[config.mk]
export PLATFORM = sky130hd
export DESIGN_NAME = ofdm_cp_framer_flat
export DESIGN_NICKNAME = d
export VERILOG_FILES = /design/src/rtl/ofdm_cp_framer_if.sv /design/src/rtl/ofdm_cp_framer.sv /design/src/flat_wrapper.sv
export SDC_FILE = /design/constraint.sdc
export NUM_CORES = 1
export LEC_CHECK = 0
export ABC_AREA = 1
export CAP_MARGIN = 20
export CORE_ASPECT_RATIO = 1.75
export CORE_UTILIZATION = 54
export DETAILED_ROUTE_END_ITERATION = 8
export PLACE_DENSITY = 0.75
export SKIP_CTS_REPAIR_TIMING = 1
export SYNTH_ARGS = -nofsm -noshare
export SYNTH_HDL_FRONTEND = slang
export SYNTH_SLANG_ARGS = --single-unit
[constraint.sdc]
create_clock -name aclk -period 2.9 [get_ports aclk]
set_input_delay 0.87 -clock aclk [delete_from_list [all_inputs] [get_ports aclk]]
set_output_delay 0.87 -clock aclk [all_outputs]
set_load 0.01 [all_outputs]
[src/rtl/ofdm_cp_framer_if.sv]
// rtl/ofdm_cp_framer_if.sv - sample-stream handshake bundle for the cyclic-prefix framer
// Purpose: groups the input sample stream (s_*) and the extended-symbol output stream (m_*).
// Ports (signals):
//   s_tdata/s_tvalid/s_tlast -> framer, s_tready <- framer
//   m_tdata/m_tvalid/m_tuser/m_tlast <- framer, m_tready -> framer
// Modports: master = surrounding logic (source of s_*, sink of m_*), slave = framer.
interface ofdm_cp_framer_if #(
  parameter int W = 16
);
  logic [W-1:0] s_tdata;
  logic         s_tvalid;
  logic         s_tready;
  logic         s_tlast;
  logic [W-1:0] m_tdata;
  logic         m_tvalid;
  logic         m_tready;
  logic         m_tuser;
  logic         m_tlast;

  modport master (
    output s_tdata, s_tvalid, s_tlast, m_tready,
    input  s_tready, m_tdata, m_tvalid, m_tuser, m_tlast
  );

  modport slave (
    input  s_tdata, s_tvalid, s_tlast, m_tready,
    output s_tready, m_tdata, m_tvalid, m_tuser, m_tlast
  );
endinterface

[src/rtl/ofdm_cp_framer.sv]
// rtl/ofdm_cp_framer.sv - ping-pong buffered cyclic-prefix inserter for OFDM symbols
// Purpose: stores N-sample IFFT symbols in two banks and re-emits each one as
//   CP+N samples (last CP samples, then all N), or N samples when bypassed.
// Ports:
//   aclk        clock
//   reset       synchronous active-high reset
//   bypass      suppress the prefix; sampled when a symbol starts
//   s           stream bundle (slave modport): s_* input samples, m_* output samples
//   err_framing one-cycle pulse when s_tlast disagrees with the sample count
//   sym_count   number of completed output symbols (wraps)
module ofdm_cp_framer #(
  parameter int N  = 8,
  parameter int CP = 2,
  parameter int W  = 16
) (
  input  logic            aclk,
  input  logic            reset,
  input  logic            bypass,
  ofdm_cp_framer_if.slave s,
  output logic            err_framing,
  output logic [15:0]     sym_count
);

  localparam int IW = (N > 1) ? $clog2(N) : 1;
  localparam logic [IW-1:0] LAST_IDX  = IW'(N - 1);
  localparam logic [IW-1:0] PRE_START = IW'(N - CP);
  localparam bit            HAS_CP    = (CP > 0);

  typedef enum logic [1:0] {IDLE, PREFIX, BODY} state_t;

  state_t        state, state_n;
  logic [W-1:0]  mem [2][N];
  logic [1:0]    full;
  logic          wr_bank;
  logic [IW-1:0] wr_idx;
  logic          rd_bank, rd_bank_n;
  logic [IW-1:0] rd_idx, rd_idx_n;
  logic          byp_lat, byp_lat_n;

  logic          in_hs;
  logic          wr_last;
  logic          have;
  logic          in_prefix;
  logic          first;
  logic          out_ld;
  logic          last_body;
  logic          free_bank;
  logic [IW-1:0] cur_idx;

  // Write side: a bank is writable whenever its full flag is clear.
  assign s.s_tready = !full[wr_bank];
  assign in_hs      = s.s_tvalid && s.s_tready;
  assign wr_last    = (wr_idx == LAST_IDX);

  // Read FSM. The first sample of a symbol is fetched straight out of IDLE
  // so the output register loads on the same edge the start is detected;
  // this keeps the fill-to-output latency at one cycle and leaves no bubble
  // between back-to-back symbols.
  always_comb begin
    state_n   = state;
    rd_idx_n  = rd_idx;
    rd_bank_n = rd_bank;
    byp_lat_n = byp_lat;
    have      = 1'b0;
    in_prefix = 1'b0;
    first     = 1'b0;
    cur_idx   = rd_idx;
    free_bank = 1'b0;

    case (state)
      IDLE: begin
        if (full[rd_bank]) begin
          have  = 1'b1;
          first = 1'b1;
          if (HAS_CP && !bypass) begin
            in_prefix = 1'b1;
            cur_idx   = PRE_START;
          end else begin
            cur_idx   = '0;
          end
        end
      end
      PREFIX: begin
        have      = 1'b1;
        in_prefix = 1'b1;
      end
      BODY: begin
        have = 1'b1;
      end
      default: begin
        state_n = IDLE;
      end
    endcase

    out_ld    = have && (!s.m_tvalid || s.m_tready);
    last_body = !in_prefix && (cur_idx == LAST_IDX);

    if (out_ld) begin
      if (first) begin
        byp_lat_n = bypass;
      end
      if (cur_idx == LAST_IDX) begin
        rd_idx_n = '0;
        if (in_prefix) begin
          state_n = BODY;
        end else begin
          // Symbol done: release the bank; IDLE restarts immediately next
          // cycle if the other bank is already full.
          state_n   = IDLE;
          free_bank = 1'b1;
          rd_bank_n = !rd_bank;
        end
      end else begin
        rd_idx_n = cur_idx + 1'b1;
        state_n  = in_prefix ? PREFIX : BODY;
      end
    end
  end

  // Sample storage carries no reset; contents are only read after a fill.
  always_ff @(posedge aclk) begin
    if (in_hs) begin
      mem[wr_bank][wr_idx] <= s.s_tdata;
    end
  end

  always_ff @(posedge aclk) begin
    if (reset) begin
      state       <= IDLE;
      full        <= '0;
      wr_bank     <= 1'b0;
      wr_idx      <= '0;
      rd_bank     <= 1'b0;
      rd_idx      <= '0;
      byp_lat     <= 1'b0;
      s.m_tdata   <= '0;
      s.m_tvalid  <= 1'b0;
      s.m_tuser   <= 1'b0;
      s.m_tlast   <= 1'b0;
      err_framing <= 1'b0;
      sym_count   <= '0;
    end else begin
      state   <= state_n;
      rd_idx  <= rd_idx_n;
      rd_bank <= rd_bank_n;
      byp_lat <= byp_lat_n;

      // Free and fill always target different banks, so both may land
      // on the same edge.
      if (free_bank) begin
        full[rd_bank] <= 1'b0;
      end
      if (in_hs && wr_last) begin
        full[wr_bank] <= 1'b1;
      end

      if (in_hs) begin
        wr_idx  <= wr_last ? '0 : wr_idx + 1'b1;
        wr_bank <= wr_last ? !wr_bank : wr_bank;
      end

      err_framing <= in_hs && (s.s_tlast != wr_last);

      if (out_ld) begin
        s.m_tdata  <= mem[rd_bank][cur_idx];
        s.m_tvalid <= 1'b1;
        s.m_tuser  <= first;
        s.m_tlast  <= last_body;
      end else if (s.m_tready) begin
        s.m_tvalid <= 1'b0;
      end

      if (s.m_tvalid && s.m_tready && s.m_tlast) begin
        sym_count <= sym_count + 16'd1;
      end
    end
  end

  // A prefix is only ever emitted for a symbol that started un-bypassed.
  assert property (@(posedge aclk) disable iff (reset) (state == PREFIX) |-> !byp_lat);

endmodule
[src/flat_wrapper.sv]
// flat-port wrapper written by rule: the top's interface ports become plain ports
module ofdm_cp_framer_flat 
#(
  parameter int N  = 8,
  parameter int CP = 2,
  parameter int W  = 16
)
  (aclk, reset, bypass, err_framing, sym_count, s_s_tdata, s_s_tvalid, s_s_tlast, s_m_tready, s_s_tready, s_m_tdata, s_m_tvalid, s_m_tuser, s_m_tlast);
  ofdm_cp_framer_if #(.W(W)) s_i ();
  input  logic aclk;
  input  logic reset;
  input  logic bypass;
  output logic err_framing;
  output logic [15:0] sym_count;
  input wire logic [$bits(s_i.s_tdata)-1:0] s_s_tdata;
  input wire logic [$bits(s_i.s_tvalid)-1:0] s_s_tvalid;
  input wire logic [$bits(s_i.s_tlast)-1:0] s_s_tlast;
  input wire logic [$bits(s_i.m_tready)-1:0] s_m_tready;
  output wire logic [$bits(s_i.s_tready)-1:0] s_s_tready;
  output wire logic [$bits(s_i.m_tdata)-1:0] s_m_tdata;
  output wire logic [$bits(s_i.m_tvalid)-1:0] s_m_tvalid;
  output wire logic [$bits(s_i.m_tuser)-1:0] s_m_tuser;
  output wire logic [$bits(s_i.m_tlast)-1:0] s_m_tlast;
  assign s_i.s_tdata = s_s_tdata;
  assign s_i.s_tvalid = s_s_tvalid;
  assign s_i.s_tlast = s_s_tlast;
  assign s_i.m_tready = s_m_tready;
  assign s_s_tready = s_i.s_tready;
  assign s_m_tdata = s_i.m_tdata;
  assign s_m_tvalid = s_i.m_tvalid;
  assign s_m_tuser = s_i.m_tuser;
  assign s_m_tlast = s_i.m_tlast;
  ofdm_cp_framer #(.N(N), .CP(CP), .W(W)) u_core (.aclk(aclk), .reset(reset), .bypass(bypass), .s(s_i), .err_framing(err_framing), .sym_count(sym_count));
endmodule
==> flow_results.org, run 1 <==
** Power
- Clock Power Share :: 0.373
- Static Leak :: 5.61 nW
- IR analysis of the VDD net gives a maximum drop of 0.462 mV.
- Switching Fraction :: 0.236
- The internal portion of the total power is 6.97 mW.
- Dividing total power by cell area gives a power density of 617 nW/µm².
- Of the total power, combinational logic draws 0.090.
- Power share of the sequential group :: 0.537
- Power Total :: between 9 and 10 mW
- Net switching power figure :: 2.15 mW

** STA
- Setup violators final :: 0
- Worst relative slew slack :: 0.447
- Final sum of negative setup slack :: 0 ns
- Count of pins over their slew limit :: 0
- Unrepaired setup endpoints after global routing :: false
- For the pin with the worst max-slew slack, the measured transition is 0.830 ns.
- Clock period minus final worst setup slack :: about 2.7 ns
- Final hold violation count :: 0
- Clock tree skew after final layout :: 0.0212 ns
- Of the available clock period, the critical path in the final layout requires 0.926.
- Highest clock rate :: approximately 370 MHz

** Worst setup path
- The worst setup path is launched from a register.
- Across all register-to-register paths, the minimum setup slack is 0.41 ns.
- The setup path with the least slack is of type register to output pin.
- Count of cells along the worst register-to-register path :: 11
- The critical path starts at u_core.wr_bank.
- The endpoint identified for the worst register-to-register timing path is u_core.s.m_tdata[15].
- Arrival time at the worst endpoint :: 1.81 ns
- At the worst endpoint, the required time is 2.03 ns.
- In this run the worst setup path terminates at s_s_tready.
- Traced cell by cell, the critical path runs through nand2_1, o21ai_0, clkdlybuf4s50_1.
- Origin of the critical flop-to-flop path :: u_core.state[1]
- Max Fanout on Critical Path :: 12
- Critical Path Max Stage Delay :: 0.59 ns
- The largest individual stage delay along the critical path comes from the cell sky130_fd_sc_hd__clkdlybuf4s50_1.
- The worst setup path is captured at an output pin.

** Drt
- After detailed routing, the number of remaining DRC violations is 0.
- Across all layers, the routed design uses 9,133 vias.
- After detailed routing, the number of vias per cell comes to between 5 and 6.
- Dividing the detail-routed wire length by the instance count gives 19.3 µm.
- Wire length after detailed routing :: 31,100 µm
- The first detailed-routing pass took 5 iterations.
- Initial DRC count :: 880
- The count of nets left with antenna violations once routing finished came out at 0.

** GRT
- Entering global routing, the biggest net connects 82 pins.
- Summed over all layers, the global routing overflow is 0.
- Aggregate global-route resource usage :: 0.262
- Number of global-route vias before repair :: around 9,000
- Wire length of the first global-routing pass :: 48,500 µm
- Initial antenna violation count :: 0

** Flow run
- Max_cap viols :: 0

** Floorplan
- Number of top-level pins :: 59
- Die W :: 119 µm
- Vertical extent of the die :: 206 µm
- The core region is 23,400 µm².
- Site row count :: 74
- The die covers approximately 25,000 µm².
- For this configuration, the core starts out at a cell density of 0.550.

** Logic synthesis
- Counting flops and latches in the post-synthesis netlist gives 305.
- Cell area after technology mapping :: approximately 13,000 µm²
- Synthesized net count :: 1,259
- Area share of the largest cell type after synthesis :: 0.597
- Cell type contributing the most total cell area after synthesis :: sky130_fd_sc_hd__edfxtp_1
- By area the synthesized netlist is led by sky130_fd_sc_hd__edfxtp_1 (60%), sky130_fd_sc_hd__nand2_1 (13%), sky130_fd_sc_hd__dfxtp_1 (7.6%).
- During synthesis, Yosys emitted a total of 0 warnings.
- Number of different library cells in the post-synthesis netlist :: 33
- In this run the mean area of a mapped cell was 10.5 µm².
- Sequential cell area fraction in the yosys report :: 0.673
- Post-synthesis cell count :: 1,227

** Worst hold path
- Hold Path Class :: register to register

** Final layout
- Area of all placed cells without fillers :: roughly 15,000 µm²
- Leaving out fill and tap cells, the most frequent cell in the layout is sky130_fd_sc_hd__nand2_1.
- In the final layout, the share of cells above drive strength 1 is 0.0955.
- Most frequent cells in the layout :: sky130_fd_sc_hd__nand2_1 (437), sky130_fd_sc_hd__edfxtp_1 (256), sky130_fd_sc_hd__nand3_1 (154)
- Area delta synth->final :: 14.7%
- Antenna fix cells :: 0
- After filler insertion, the fill cell instance count of the layout stands at 1,791.
- The net count of the finished layout is around 1,300.
- Measured on the finished design, the core utilization comes to 0.631.

** CTS
- After clock tree synthesis, the clock-pin slew on the worst setup and hold paths is 0.07 ns.
- The clock passes through at most 3 buffers.
- Clock latency on the worst-skew pair :: between 0.5 and 0.6 ns
- Clock tree from TritonCTS :: built
- CTS Buf Count :: 26
- Clk sinks :: 305
- Clock Tree Root :: sky130_fd_sc_hd__clkbuf_16
- H-tree lvl count :: 1

** Status
- The flow ran to the end, and the final reports show no timing, DRC or antenna violations.

** Placed design
- Routability-driven placement finished with a final weighted congestion of 0.853.
- Summed over all nets, the half-perimeter wirelength after detailed placement is 19,200 µm.
- Count of port buffers added during placement :: 58
- After detailed placement, the total cell area comes to approximately 14,000 µm².
cells in the mapped netlist (all sizes together):
| library cell | number |
|---|---|
| a211oi | 3 |
| a21boi | 21 |
| a21oi | 54 |
| a221oi | 1 |
| and2 | 11 |
| buf | 45 |
| clkbuf | 22 |
| clkinv | 1 |
| dfxtp | 49 |
| edfxtp | 256 |
| ha | 10 |
| inv | 66 |
| nand2 | 441 |
| nand3 | 157 |
| nand4 | 3 |
| nor2 | 20 |
| nor3 | 15 |
| nor3b | 1 |
| nor4 | 1 |
| o211a | 1 |
| o21a | 1 |
| o21ai | 37 |
| or2 | 11 |
sequential cells by signal, summed over array words and instances (netlist names), named ones only:
name                count
u_core.err_framing      1
u_core.full             2
u_core.mem            256
u_core.rd_bank          1
u_core.rd_idx           3
u_core.s.m_tdata       16
u_core.s.m_tlast        1
u_core.s.m_tuser        1
u_core.s.m_tvalid       1
u_core.state            2
u_core.sym_count       16
u_core.wr_bank          1
u_core.wr_idx           3
worst max-delay path, delay by kind of cell, from the launching register on:
family | cells | cell delay (ns)
buf+inv | 1 | 0.59
compound gates | 1 | 0.10
simple gates | 1 | 0.08
flops | 1 | 0.49
power groups by stage:
| stage | Clock, mW | Sequential [mW] | Combinational, mW |
|---|---|---|---|
| floorplan | 0 | 4.98 | 0.478 |
| global placement | 0 | 4.99 | 0.788 |
| detailed placement | 0 | 4.99 | 0.809 |
| CTS | 3.43 | 4.90 | 0.812 |
| global route | 3.61 | 4.90 | 0.898 |
| finish | 3.40 | 4.90 | 0.816 |
cells by family after synthesis:
kind of cell               share of synthesized area
adders and majority gates                    0.00971
and+or+nand+nor                                0.219
buffers and inverters                         0.0474
DFF                                            0.673
AOI/OAI and AO/OA                             0.0514
worst min-delay path by stage:
stage	cells after the start	start	to
floorplan	2	u_core.rd_idx[2]	u_core.rd_idx[2]
detailed placement	2	u_core.rd_idx[1]	u_core.rd_idx[1]
global route	2	u_core.rd_idx[1]	u_core.rd_idx[1]
global placement	2	u_core.rd_idx[2]	u_core.rd_idx[2]
finish	2	u_core.rd_idx[2]	u_core.rd_idx[2]
CTS	2	u_core.rd_idx[1]	u_core.rd_idx[1]
metal layers:
metal  track usage  share of wire
met2         0.462           0.51
met3        0.0339          0.068
met1         0.301           0.36
met4         0.162          0.058
met5             0              0
cell type report:
cell class	instances	area [µm²]	share of cell area
flip-flops and latches	305	8670	0.587
clock buffers	40	783	0.0530
inverters	67	251	0.0170
well taps	304	380	0.0257
multi-input cells	788	3670	0.248
clock inverters	8	41.3	0.00279
repair buffers	101	978	0.0662
through the flow:
stage | worst slack [ns] | std cells | hold WS (ns)
floorplan | 0.0554 | 1227 | 0.445
global placement | 0.146 | 1565 | 0.453
detailed placement | 0.141 | 1565 | 0.458
CTS | 0.0386 | 1613 | 0.469
global route | 0.114 | 1613 | 0.483
finish | 0.216 | 1613 | 0.469
Power figures use the tool's default switching activity.
==> run 2, diff against run 1 <==
--- a/config.mk
+++ b/config.mk
@@ -10,7 +10,7 @@
 export CORE_ASPECT_RATIO = 1.75
 export CORE_UTILIZATION = 54
 export DETAILED_ROUTE_END_ITERATION = 8
-export PLACE_DENSITY = 0.75
+export PLACE_DENSITY = 0.8
 export SKIP_CTS_REPAIR_TIMING = 1
 export SYNTH_ARGS = -nofsm -noshare
 export SYNTH_HDL_FRONTEND = slang
==> run 2 against run 1 <==
  * Clock power grew 1%
  * Non-clock buffer count grew 5
  * Clock skew shrank 0.012 ns
  * Sequential cell count is the same
  * Critical endpoint unchanged
  * Sequential power is essentially flat
  * Core utilization grew 0.44 points
==> flow_results.org, run 2 (same netlist as run 1, synthesis figures left out) <==
** STA
- Clock period minus final worst setup slack :: 2.63 ns (-0.0584 ns)
- The number of hold-slack violations in the final timing report is 0 (unchanged).
- The post-layout worst setup margin was 0.274 ns (+0.0584 ns).
- Setup violators final :: 0 (unchanged)
- Tcrit/Tclk final :: 0.905 (-0.0201)
- The clock tree skew after final layout was 0.00932 ns (-0.0119 ns).
- Worst relative slew slack :: 0.434 (-0.0125)
- Final sum of negative setup slack :: 0 ns (unchanged)
- The slew at the pin closest to its max-slew limit was 0.849 ns (+0.0188 ns).
- Unrepaired setup endpoints after global routing :: false
- The achievable frequency is 381 MHz (+2.2%).
- The number of pins exceeding their max-slew limit in the final report came to 0 (unchanged).

** Final layout
- The final cell utilization of the core was 0.635 (+0.00438).
- The share of cells above drive strength 1 was 0.0969 (+0.00138).
- Biggest registers after layout :: u_core.mem: 256 flops, u_core.s.m_tdata: 16 flops, u_core.sym_count: 16 flops
- Final nets :: 1,325 (+0.30%)
- Largest reg by FF count :: u_core.mem
- The number of flip-flops under the largest register name is 256 (unchanged).
- Area delta synth->final :: 15.5%
- Most common library cell in the layout ignoring fill and taps :: sky130_fd_sc_hd__nand2_1
- The library cells used most frequently in the layout, excluding fill and tap cells, are sky130_fd_sc_hd__nand2_1 (437), sky130_fd_sc_hd__edfxtp_1 (256), sky130_fd_sc_hd__nand3_1 (154).
- The number of antenna diodes is 0 (unchanged).

** Floorplan
- Initial core utilization :: 0.550 (unchanged)
- Number of top-level pins :: 59 (unchanged)
- The die boundary height was 206 µm (unchanged).
- Core Area :: 23,400 µm² (unchanged)
- The total die area came to 24,500 µm² (unchanged).
- The site row count came to 74 (unchanged).
- Die W :: 119 µm (unchanged)

** Worst setup path
- The delay of the slowest cell on the worst path came to 0.62 ns (+0.03 ns).
- The signal on the critical path passes through o21ai_0, clkdlybuf4s50_1.
- Max Fanout on Critical Path :: 3 (-9)
- The slowest stage of the critical path is the sky130_fd_sc_hd__clkdlybuf4s50_1 cell.
- Cell family with the largest share of critical-path delay :: buffers and inverters
- Worst EP required :: 2.03 ns (about the same)
- Critical setup path kind :: register to output pin
- Critical path endpoint category :: output pin
- The worst setup path is launched from a register.
- Arrival time at the worst endpoint :: 1.76 ns (-0.05 ns)
- The buffering stage count on the worst path with inverters included came to 1 (unchanged).

** Power
- Power share of the sequential group :: 0.534 (-0.003)
- Switching Fraction :: 0.230 (-0.00574)
- Static Leak :: 5.64 nW (+0.56%)
- Power Total :: 9.19 mW (+0.80%)
- Logic gate share of total power :: 0.090 (about the same)
- The internal power consumption was 7.08 mW (+1.6%).
- The switching power summed over all nets was 2.11 mW (-1.7%).
- Largest voltage drop on the vdd net :: 0.523 mV (+13%)
- Clock Power Share :: 0.376 (+0.003)
- The total power divided by cell area came to 617 nW/µm² (+0.10%).

** GRT
- Wire length of the first global-routing pass :: 48,700 µm (+0.40%)
- The sum of overflow across all layers after global routing is 0 (unchanged).
- Number of global-route vias before repair :: 9,024 (-0.11%)
- The number of antenna violations at the first check in global routing was 0 (unchanged).
- The aggregate global-route resource usage was 0.265 (+0.00332).
- Maximum number of pins on one net before global-route repair :: 82 (unchanged)

** CTS
- Clock latency on the worst-skew pair :: 0.53 ns (-0.02 ns)
- CTS Buf Count :: 25 (-3.8%)
- Buffer levels on the longest clock path :: 3 (unchanged)
- The clock transition time at the flip-flop clock pins of the worst setup and hold paths came to 0.07 ns (about the same).
- Clock Tree Root :: sky130_fd_sc_hd__clkbuf_16
- The CTS H-tree depth came to 1 (unchanged).
- TritonCTS built the clock tree.
- The number of clock sinks is 305 (unchanged).

** Placed design
- The placed wire-length estimate after detailed placement is 19,400 µm (+1.1%).
- Count of port buffers added during placement :: 58 (unchanged)
- The last weighted congestion value of the routability-driven placer is 0.801 (-6.1%).
- Worst slack at placement :: 0.0785 ns (-0.0627 ns)

** Drt
- The residual antenna-violating net count after detailed routing came to 0 (unchanged).
- Mean number of vias per cell :: 5.72 (+1.0%)
- The number of iterations in the first detailed-routing pass came to 5 (unchanged).
- The number of design-rule violations left by the first detailed-router iteration was 718 (-18%).
- The aggregate routed wire length came to 32,200 µm (+3.5%).
- The routed wirelength normalized by instance count came to 19.9 µm (+3.4%).
- The detailed-route DRC error count was 0 (unchanged).
- Vias :: 9,240 (+1.2%)

** Flow run
- The count of max-cap constraint violations came to 0 (unchanged).

** Worst hold path
- The worst hold path belongs to the class register to register.

** Status
- The flow ran to the end, and the final reports show no timing, DRC or antenna violations.
run 2: cell types whose count changed in the layout (fill, tap and decap cells not counted), moves of 2 or more:
cell                        before  now
sky130_fd_sc_hd__buf_12          6   10
sky130_fd_sc_hd__bufinv_16       0    2
sky130_fd_sc_hd__clkbuf_1        7    5
sky130_fd_sc_hd__clkbuf_16      29   25
sky130_fd_sc_hd__clkbuf_2        2    0
sky130_fd_sc_hd__clkbuf_8        1    8
sky130_fd_sc_hd__clkinv_2        5    1
run 2: power groups by stage:
stage	Clock [mW]	Sequential, mW	Combinational, mW
2_1_floorplan	0	4.98	0.478
3_3_place_gp	0	5.00	0.796
3_5_place_dp	0	5.00	0.814
4_1_cts	3.47	4.90	0.824
5_1_grt	3.64	4.91	0.901
6_report	3.45	4.91	0.829
run 2: metal layers:
metal  vias to the layer above  wire (µm)  share of wire  track usage
met1                      4431      11000           0.34        0.280
met4                         0       2080          0.064        0.189
met2                       415      17100           0.53        0.484
met5                         -          0              0            0
li1                       4286          -              -            -
met3                       108       2050          0.064       0.0359
run 2: cell type report:
cell class | count | area [µm²]
Sequential cell | 305 | 8670
Fill cell | 1713 | 8540
Multi-Input combinational cell | 788 | 3670
Timing Repair Buffer | 106 | 1070
Clock buffer | 38 | 754
Tap cell | 304 | 380
Inverter | 67 | 251
Clock inverter | 7 | 88.8
run 2: path summary, 6_finish.rpt:
check / startpoint / end / slack [ns] / cells past startpoint
worst max-delay path: u_core.wr_bank / s_s_tready / 0.27 / 2
worst min-delay path: u_core.rd_idx[2] / u_core.rd_idx[2] / 0.48 / 2
worst max register to register: u_core.state[0] / u_core.s.m_tdata[2] / 0.59 / 11
worst min register to register: u_core.rd_idx[2] / u_core.rd_idx[2] / 0.48 / 2
run 2: worst min-delay path: cells and delay by family, from the launching register on:
family | cells | cell delay, ns
simple gates | 1 | 0.06
compound gates | 1 | 0.06
flops | 1 | 0.32
run 2: through the flow:
stage	cells	hold slack, ns	instance area [µm²]
finish	1615	0.480	14900
global route	1615	0.504	14900
CTS	1615	0.477	14900
detailed placement	1570	0.466	14000
global placement	1570	0.453	14000
floorplan	1227	0.445	12900
